File: src/rtl/tick_stopwatch_if.sv
// Control pulses into, and BCD digits / segment patterns out of, the MM:SS stopwatch.
interface tick_stopwatch_if;
    logic       tick;
    logic       start_stop;
    logic       clear;
    logic [3:0] sec_ones;
    logic [3:0] sec_tens;
    logic [3:0] min_ones;
    logic [3:0] min_tens;
    logic       running;
    logic       wrap;
    logic [6:0] hex0;
    logic [6:0] hex1;
    logic [6:0] hex2;
    logic [6:0] hex3;

    modport master (
        output tick, start_stop, clear,
        input  sec_ones, sec_tens, min_ones, min_tens, running, wrap,
               hex0, hex1, hex2, hex3
    );

    modport slave (
        input  tick, start_stop, clear,
        output sec_ones, sec_tens, min_ones, min_tens, running, wrap,
               hex0, hex1, hex2, hex3
    );
endinterface

File: src/rtl/tick_stopwatch.sv
// MM:SS stopwatch counting 1 s ticks in BCD, with start/stop, clear and
// registered seven-segment drive for four digits.
module tick_stopwatch #(
    parameter int MIN_LIMIT      = 59,
    parameter bit SEG_ACTIVE_LOW = 1'b1
) (
    input  logic              clock,
    input  logic              reset,
    tick_stopwatch_if.slave   bus
);

    typedef enum logic {STOPPED = 1'b0, RUNNING = 1'b1} state_t;

    localparam logic [3:0] LIM_TENS = 4'(MIN_LIMIT / 10);
    localparam logic [3:0] LIM_ONES = 4'(MIN_LIMIT % 10);
    localparam logic [6:0] SEG_ZERO = SEG_ACTIVE_LOW ? 7'b1000000 : 7'b0111111;

    // Active-high g..a pattern; out-of-range digits blank the display.
    function automatic logic [6:0] seg_decode(input logic [3:0] d);
        logic [6:0] s;
        case (d)
            4'd0:    s = 7'b0111111;
            4'd1:    s = 7'b0000110;
            4'd2:    s = 7'b1011011;
            4'd3:    s = 7'b1001111;
            4'd4:    s = 7'b1100110;
            4'd5:    s = 7'b1101101;
            4'd6:    s = 7'b1111101;
            4'd7:    s = 7'b0000111;
            4'd8:    s = 7'b1111111;
            4'd9:    s = 7'b1101111;
            default: s = 7'b0000000;
        endcase
        return SEG_ACTIVE_LOW ? ~s : s;
    endfunction

    state_t     state_q, state_d;
    logic [3:0] sec_ones_q, sec_ones_d;
    logic [3:0] sec_tens_q, sec_tens_d;
    logic [3:0] min_ones_q, min_ones_d;
    logic [3:0] min_tens_q, min_tens_d;
    logic       running_q, running_d;
    logic       wrap_q, wrap_d;
    logic [6:0] hex0_q, hex0_d;
    logic [6:0] hex1_q, hex1_d;
    logic [6:0] hex2_q, hex2_d;
    logic [6:0] hex3_q, hex3_d;

    logic tick_en;
    logic at_limit;

    // The tick is qualified by the state before any toggle in the same cycle.
    assign tick_en  = bus.tick && (state_q == RUNNING);
    assign at_limit = (min_tens_q == LIM_TENS) && (min_ones_q == LIM_ONES) &&
                      (sec_tens_q == 4'd5) && (sec_ones_q == 4'd9);

    always_comb begin
        state_d    = state_q;
        sec_ones_d = sec_ones_q;
        sec_tens_d = sec_tens_q;
        min_ones_d = min_ones_q;
        min_tens_d = min_tens_q;
        wrap_d     = 1'b0;

        if (bus.clear) begin
            state_d    = STOPPED;
            sec_ones_d = 4'd0;
            sec_tens_d = 4'd0;
            min_ones_d = 4'd0;
            min_tens_d = 4'd0;
        end else begin
            if (bus.start_stop)
                state_d = (state_q == RUNNING) ? STOPPED : RUNNING;
            if (tick_en) begin
                if (at_limit) begin
                    sec_ones_d = 4'd0;
                    sec_tens_d = 4'd0;
                    min_ones_d = 4'd0;
                    min_tens_d = 4'd0;
                    wrap_d     = 1'b1;
                end else if (sec_ones_q != 4'd9) begin
                    sec_ones_d = sec_ones_q + 4'd1;
                end else begin
                    sec_ones_d = 4'd0;
                    if (sec_tens_q != 4'd5) begin
                        sec_tens_d = sec_tens_q + 4'd1;
                    end else begin
                        sec_tens_d = 4'd0;
                        if (min_ones_q != 4'd9) begin
                            min_ones_d = min_ones_q + 4'd1;
                        end else begin
                            min_ones_d = 4'd0;
                            min_tens_d = min_tens_q + 4'd1;
                        end
                    end
                end
            end
        end

        running_d = (state_d == RUNNING);
        hex0_d    = seg_decode(sec_ones_q);
        hex1_d    = seg_decode(sec_tens_q);
        hex2_d    = seg_decode(min_ones_q);
        hex3_d    = seg_decode(min_tens_q);
    end

    always_ff @(posedge clock) begin
        if (reset) begin
            state_q    <= STOPPED;
            sec_ones_q <= 4'd0;
            sec_tens_q <= 4'd0;
            min_ones_q <= 4'd0;
            min_tens_q <= 4'd0;
            running_q  <= 1'b0;
            wrap_q     <= 1'b0;
            hex0_q     <= SEG_ZERO;
            hex1_q     <= SEG_ZERO;
            hex2_q     <= SEG_ZERO;
            hex3_q     <= SEG_ZERO;
        end else begin
            state_q    <= state_d;
            sec_ones_q <= sec_ones_d;
            sec_tens_q <= sec_tens_d;
            min_ones_q <= min_ones_d;
            min_tens_q <= min_tens_d;
            running_q  <= running_d;
            wrap_q     <= wrap_d;
            hex0_q     <= hex0_d;
            hex1_q     <= hex1_d;
            hex2_q     <= hex2_d;
            hex3_q     <= hex3_d;
        end
    end

    assign bus.sec_ones = sec_ones_q;
    assign bus.sec_tens = sec_tens_q;
    assign bus.min_ones = min_ones_q;
    assign bus.min_tens = min_tens_q;
    assign bus.running  = running_q;
    assign bus.wrap     = wrap_q;
    assign bus.hex0     = hex0_q;
    assign bus.hex1     = hex1_q;
    assign bus.hex2     = hex2_q;
    assign bus.hex3     = hex3_q;

endmodule

File: src/flat_wrapper.sv
// flat-port wrapper written by rule: the top's interface ports become plain ports
module tick_stopwatch_flat 
#(
    parameter int MIN_LIMIT      = 59,
    parameter bit SEG_ACTIVE_LOW = 1'b1
)
  (clock, reset, bus_tick, bus_start_stop, bus_clear, bus_sec_ones, bus_sec_tens, bus_min_ones, bus_min_tens, bus_running, bus_wrap, bus_hex0, bus_hex1, bus_hex2, bus_hex3);
  tick_stopwatch_if bus_i ();
  input  logic clock;
  input  logic reset;
  input wire logic [$bits(bus_i.tick)-1:0] bus_tick;
  input wire logic [$bits(bus_i.start_stop)-1:0] bus_start_stop;
  input wire logic [$bits(bus_i.clear)-1:0] bus_clear;
  output wire logic [$bits(bus_i.sec_ones)-1:0] bus_sec_ones;
  output wire logic [$bits(bus_i.sec_tens)-1:0] bus_sec_tens;
  output wire logic [$bits(bus_i.min_ones)-1:0] bus_min_ones;
  output wire logic [$bits(bus_i.min_tens)-1:0] bus_min_tens;
  output wire logic [$bits(bus_i.running)-1:0] bus_running;
  output wire logic [$bits(bus_i.wrap)-1:0] bus_wrap;
  output wire logic [$bits(bus_i.hex0)-1:0] bus_hex0;
  output wire logic [$bits(bus_i.hex1)-1:0] bus_hex1;
  output wire logic [$bits(bus_i.hex2)-1:0] bus_hex2;
  output wire logic [$bits(bus_i.hex3)-1:0] bus_hex3;
  assign bus_i.tick = bus_tick;
  assign bus_i.start_stop = bus_start_stop;
  assign bus_i.clear = bus_clear;
  assign bus_sec_ones = bus_i.sec_ones;
  assign bus_sec_tens = bus_i.sec_tens;
  assign bus_min_ones = bus_i.min_ones;
  assign bus_min_tens = bus_i.min_tens;
  assign bus_running = bus_i.running;
  assign bus_wrap = bus_i.wrap;
  assign bus_hex0 = bus_i.hex0;
  assign bus_hex1 = bus_i.hex1;
  assign bus_hex2 = bus_i.hex2;
  assign bus_hex3 = bus_i.hex3;
  tick_stopwatch #(.MIN_LIMIT(MIN_LIMIT), .SEG_ACTIVE_LOW(SEG_ACTIVE_LOW)) u_core (.clock(clock), .reset(reset), .bus(bus_i));
endmodule
File: config.mk
export PLATFORM = sky130hd
export DESIGN_NAME = tick_stopwatch_flat
export DESIGN_NICKNAME = d
export VERILOG_FILES = /design/src/rtl/tick_stopwatch_if.sv /design/src/rtl/tick_stopwatch.sv /design/src/flat_wrapper.sv
export SDC_FILE = /design/constraint.sdc
export NUM_CORES = 1
export LEC_CHECK = 0
export CAP_MARGIN = 40
export CELL_PAD_IN_SITES_DETAIL_PLACEMENT = 0
export CELL_PAD_IN_SITES_GLOBAL_PLACEMENT = 2
export CORE_MARGIN = 2
export CORE_UTILIZATION = 34
export DETAILED_ROUTE_END_ITERATION = 8
export PLACE_DENSITY = 0.86
export SYNTH_ARGS = -nofsm -noshare
export SYNTH_HDL_FRONTEND = slang
export SYNTH_SLANG_ARGS = --single-unit
export TNS_END_PERCENT = 10
File: constraint.sdc
create_clock -name clock -period 2.9 [get_ports clock]
set_input_delay 0.58 -clock clock [delete_from_list [all_inputs] [get_ports clock]]
set_output_delay 0.58 -clock clock [all_outputs]
set_load 0.02 [all_outputs]
-- Word level (Yosys, flattened, before mapping)
Memories as Yosys holds them, arrays and structs flattened. A register that Yosys moved wholly into a read port is not among the register bits.
Cells that the tools add are included.
- memories kept: 4
- output and inout bits: 46
- input bits: 5
- ROM bits: 448
- bits in registers: 46
- logic and storage cells: 65
- memories (memory ; words ; width ; read ports ; clocked after Yosys merged registers in ; wr ports ; line ; source):
    (name not given) ; 16 ; 7 ; 1 ; 1 ; 0 ; tick_stopwatch.sv:21 ; case (d)
    (name not given) ; 16 ; 7 ; 1 ; 1 ; 0 ; tick_stopwatch.sv:21 ;
    (name not given) ; 16 ; 7 ; 1 ; 1 ; 0 ; tick_stopwatch.sv:21 ;
    (name not given) ; 16 ; 7 ; 1 ; 1 ; 0 ; tick_stopwatch.sv:21 ;
- muxes and demuxes: 23
- bitwise operators: 5
- equality and inequality tests: 10
- reductions and logical operators: 9
- $add $sub $neg: 4
- operators by type and width (kind ; count):
    $mux 4 ; 21
    $not 7->7 ; 4
    $add 4x1->4 const B ; 4
    $eq 4x3->1 const B ; 2
    $eq 4x4->1 const B ; 2
    $ne 4x4->1 const B ; 2
    $ne 2x1->1 const B ; 3
    $logic_and 1x1->1 ; 4
    $ne 4x3->1 const B ; 1
    $reduce_and 4->1 ; 1
    $reduce_and 3->1 ; 1
    $reduce_or 3->1 ; 1
    $mux 1 ; 2
    $reduce_and 2->1 ; 1
    $reduce_or 2->1 ; 1
    $not 1->1 ; 1

-- Logic depth before layout (Yosys ltp)
- depth after elaboration: 8
- mapped depth: 12
- gate-level depth less buffers: 11

-- Least setup slack after synthesis
No wires, ideal clock.
- path type: reg2reg
- start point: register u_core.sec_ones_q[0] (netlist: u_core.bus.sec_ones[0])
- end point: register (tool-made name)
- period minus slack after synthesis: 2.479 ns
- path buffers: 1
- arrival: 2.383 ns
- required time: 2.804 ns
- setup time: 0.096 ns
- stages on the path, launching flop included: 10
- setup slack: 0.421 ns
- cells stage by stage: dfxtp_1 -> ha_1 -> and4b_1 -> buf_6 -> a21oi_1 -> o21ai_1 -> inv_1 -> ha_1 -> or3_1 -> o311ai_1
- RTL lines (item ; line ; source):
    from (decl) ; tick_stopwatch.sv:38 ; logic [3:0] sec_ones_q, sec_ones_d;
    from (signal assigned) ; tick_stopwatch.sv:122 ; sec_ones_q <= sec_ones_d;

==> results_dict.tcl <==
set metrics [dict create \
    outcome "finished, final reports clean" \
    tightest_slew_ps 496 \
    grt_pass1_vias 2245 \
    fmax_mhz 398 \
    postCtsSetupBuffers 0 \
    path_class "input pin to register" \
    clock_path_buffers 2 \
    worstHoldPathType "register to register" \
    insertion_delay_ps 340 \
    top_usage_layer "met2" \
    initial_core_util 0.349 \
    coreArea_mm2 0.00924 \
    p_per_area_mw_per_mm2 439 \
    syn_area_mm2 0.00323 \
    antenna_found_initial 0 \
    min_path_cells 1 \
    start_kind "input pin" \
    totalNegativeSetupSlack_ps 0 \
    dieWidth_um 101 \
    pin_count 51 \
    synth_edf_count 0 \
    postCtsHoldBufs 0 \
    io_buffers 50 \
    slew_headroom 0.668 \
    fp.dieH_um 101 \
    post_synth_num_cell_types 58 \
    grt_usage 0.131 \
    synth_top_area_frac 0.459 \
    firstDrtPassIters 4 \
    yosysSeqAreaShare 0.459 \
    placed_cell_area_mm2 0.00400 \
    final_nets 428 \
    grt_first_pass_wirelength_um 10600 \
    clock_skew_ps 11.8 \
    async_reset_ff_frac 0 \
    layout_min_cycle_time_ps 2510 \
    crit_path_max_fanout 14 \
    ys_dominant_reg_cell "dfxtp_1" \
    initialDrtViolationCount 55 \
    ant_nets 0 \
    hold_viol 0 \
    rrSetupSlack_ps 440 \
    drive_gt1_frac 0.129 \
    synth_top_area_cell "dfxtp_1" \
    area_delta_synth_final_pct 30.0 \
    fin_crit_sh 0.867 \
    netlist_instances 319 \
    hpwl_um 4870 \
    final_util 0.454 \
    cts_resized 0 \
    yosysWarnings 0 \
    stdcell_area_mm2 0.00419 \
    crit_buf_inv 3 \
    critPathSlowestCell "clkdlybuf4s50_1" \
    crit_start "bus_tick" \
    slew_viol_final 0 \
    use_met1 0.166 \
    num_rows 35 \
    num_vias 2389 \
    grt_use_met2 0.218 \
    rsz0062_at_grt "false" \
    cts_tree "done" \
    path_clk_slew_ps 80 \
    vias_per_cell 4.56 \
    drt-total-wl_um 6390 \
    r2r_start "u_core.bus.min_ones[1]$_SDFFE_PP0N_" \
    htreeDepth 3 \
    critPathTopFamily "buffers and inverters" \
    cts_buffers 9 \
    synthTopCellsByCount "74 x dfxtp_1, 38 x nor2_1, 32 x ha_1, 24 x inv_1, 10 x nand2_1" \
    hold_ws_ps 371 \
    use_met3 0.0324 \
    synth-seq-cells 74 \
    wl_per_cell_um 12.2 \
    cts.sinks 74 \
    grt_max_degree 15 \
    die_area_mm2 0.0103 \
    yosys-top-cells-area "dfxtp_1 46%, ha_1 12%, nor2_1 4.4%" \
    reg2reg_depth 10 \
    ir_worst_vdd_v 0.000199 \
    hold_end "u_core.bus.hex1[1]$_SDFF_PP0_" \
    diodes 0 \
    cpPeakStageDelay_ps 520 \
    crit_arrival_ps 2740 \
    yosysMostFrequentCell "dfxtp_1" \
    drc 0 \
    grt_overflow 0 \
    root_buffer "clkbuf_8" \
    avgSynthCellArea_um2 10.1 \
    finalWeightedCongestion 0.838 \
    total_leakage_power_uw 0.00175 \
    setup_violations 0 \
    worstPathCellList "clkdlybuf4s50_1 > and4b_1 > buf_12 > nand3_4 > mux2_2 > and2_1 > inv_1 > ha_1 > nand4_1 > a22o_1" \
    maxCapViolations 0 \
    synth_fp_nets 356 \
    crit_path_end_kind "register" \
    worstPathRequired_ps 3120 \
]
-- how the worst max path moves through the flow --
stage	end	cells past startpoint
2_1_floorplan	register	9
3_3_place_gp	register	10
3_5_place_dp	register	10
4_1_cts	register	10
5_1_grt	register	10
6_report	register	10
-- stage by stage --
step	setup slack (ps)	std cells	power, µW
floorplan	421	319	1060
global placement	126	509	1090
global route	257	524	1920
detailed placement	50.7	509	1090
finish	385	524	1840
CTS	414	524	1870
-- placed cells by master, fill, tap and decap left out, types with 4 or more instances in the layout --
cell type        instances
nand2b_1                 4
clkdlybuf4s50_1         50
ha_1                    32
mux2i_1                  5
clkbuf_8                10
buf_4                   20
nor2b_1                  5
o31ai_1                  4
nand3_1                  8
dfxtp_1                 74
xnor2_1                  4
and2_1                   5
nand4_1                  4
nand2_1                 10
nor3_1                   4
o21ai_0                  9
nor2_1                  38
o22ai_1                  7
inv_1                   24
a21oi_1                  4
o21a_1                   6
-- cells by family after synthesis --
kind of cell    synth area share
buf+inv                   0.0465
xor+xnor                  0.0190
compound gates             0.122
flops                      0.459
mux                       0.0469
fa+ha+maj                  0.124
simple gates               0.182
-- power by group --
part,total (µW),internal [µW],switching (µW)
logic,46.5,21.2,25.2
registers,1020,1020,1.97
clock network,775,413,362
total,1840,1450,390
-- layout make-up --
cell class	count	area [µm²]
fill	885	5050
multi-input combinational	210	1590
sequential	74	1480
timing repair buffer	71	671
tap	129	161
clock buffer	10	138
inverter	25	93.8
clock inverter	5	55.1
-- per-layer routing --
layer	part of all wire	wire, µm	vias up
met4	0.013	80	0
met1	0.49	3110	1089
met2	0.47	2980	38
li1	-	-	1256
met3	0.035	223	6
met5	0	0	-
Power figures use the tool's default switching activity.
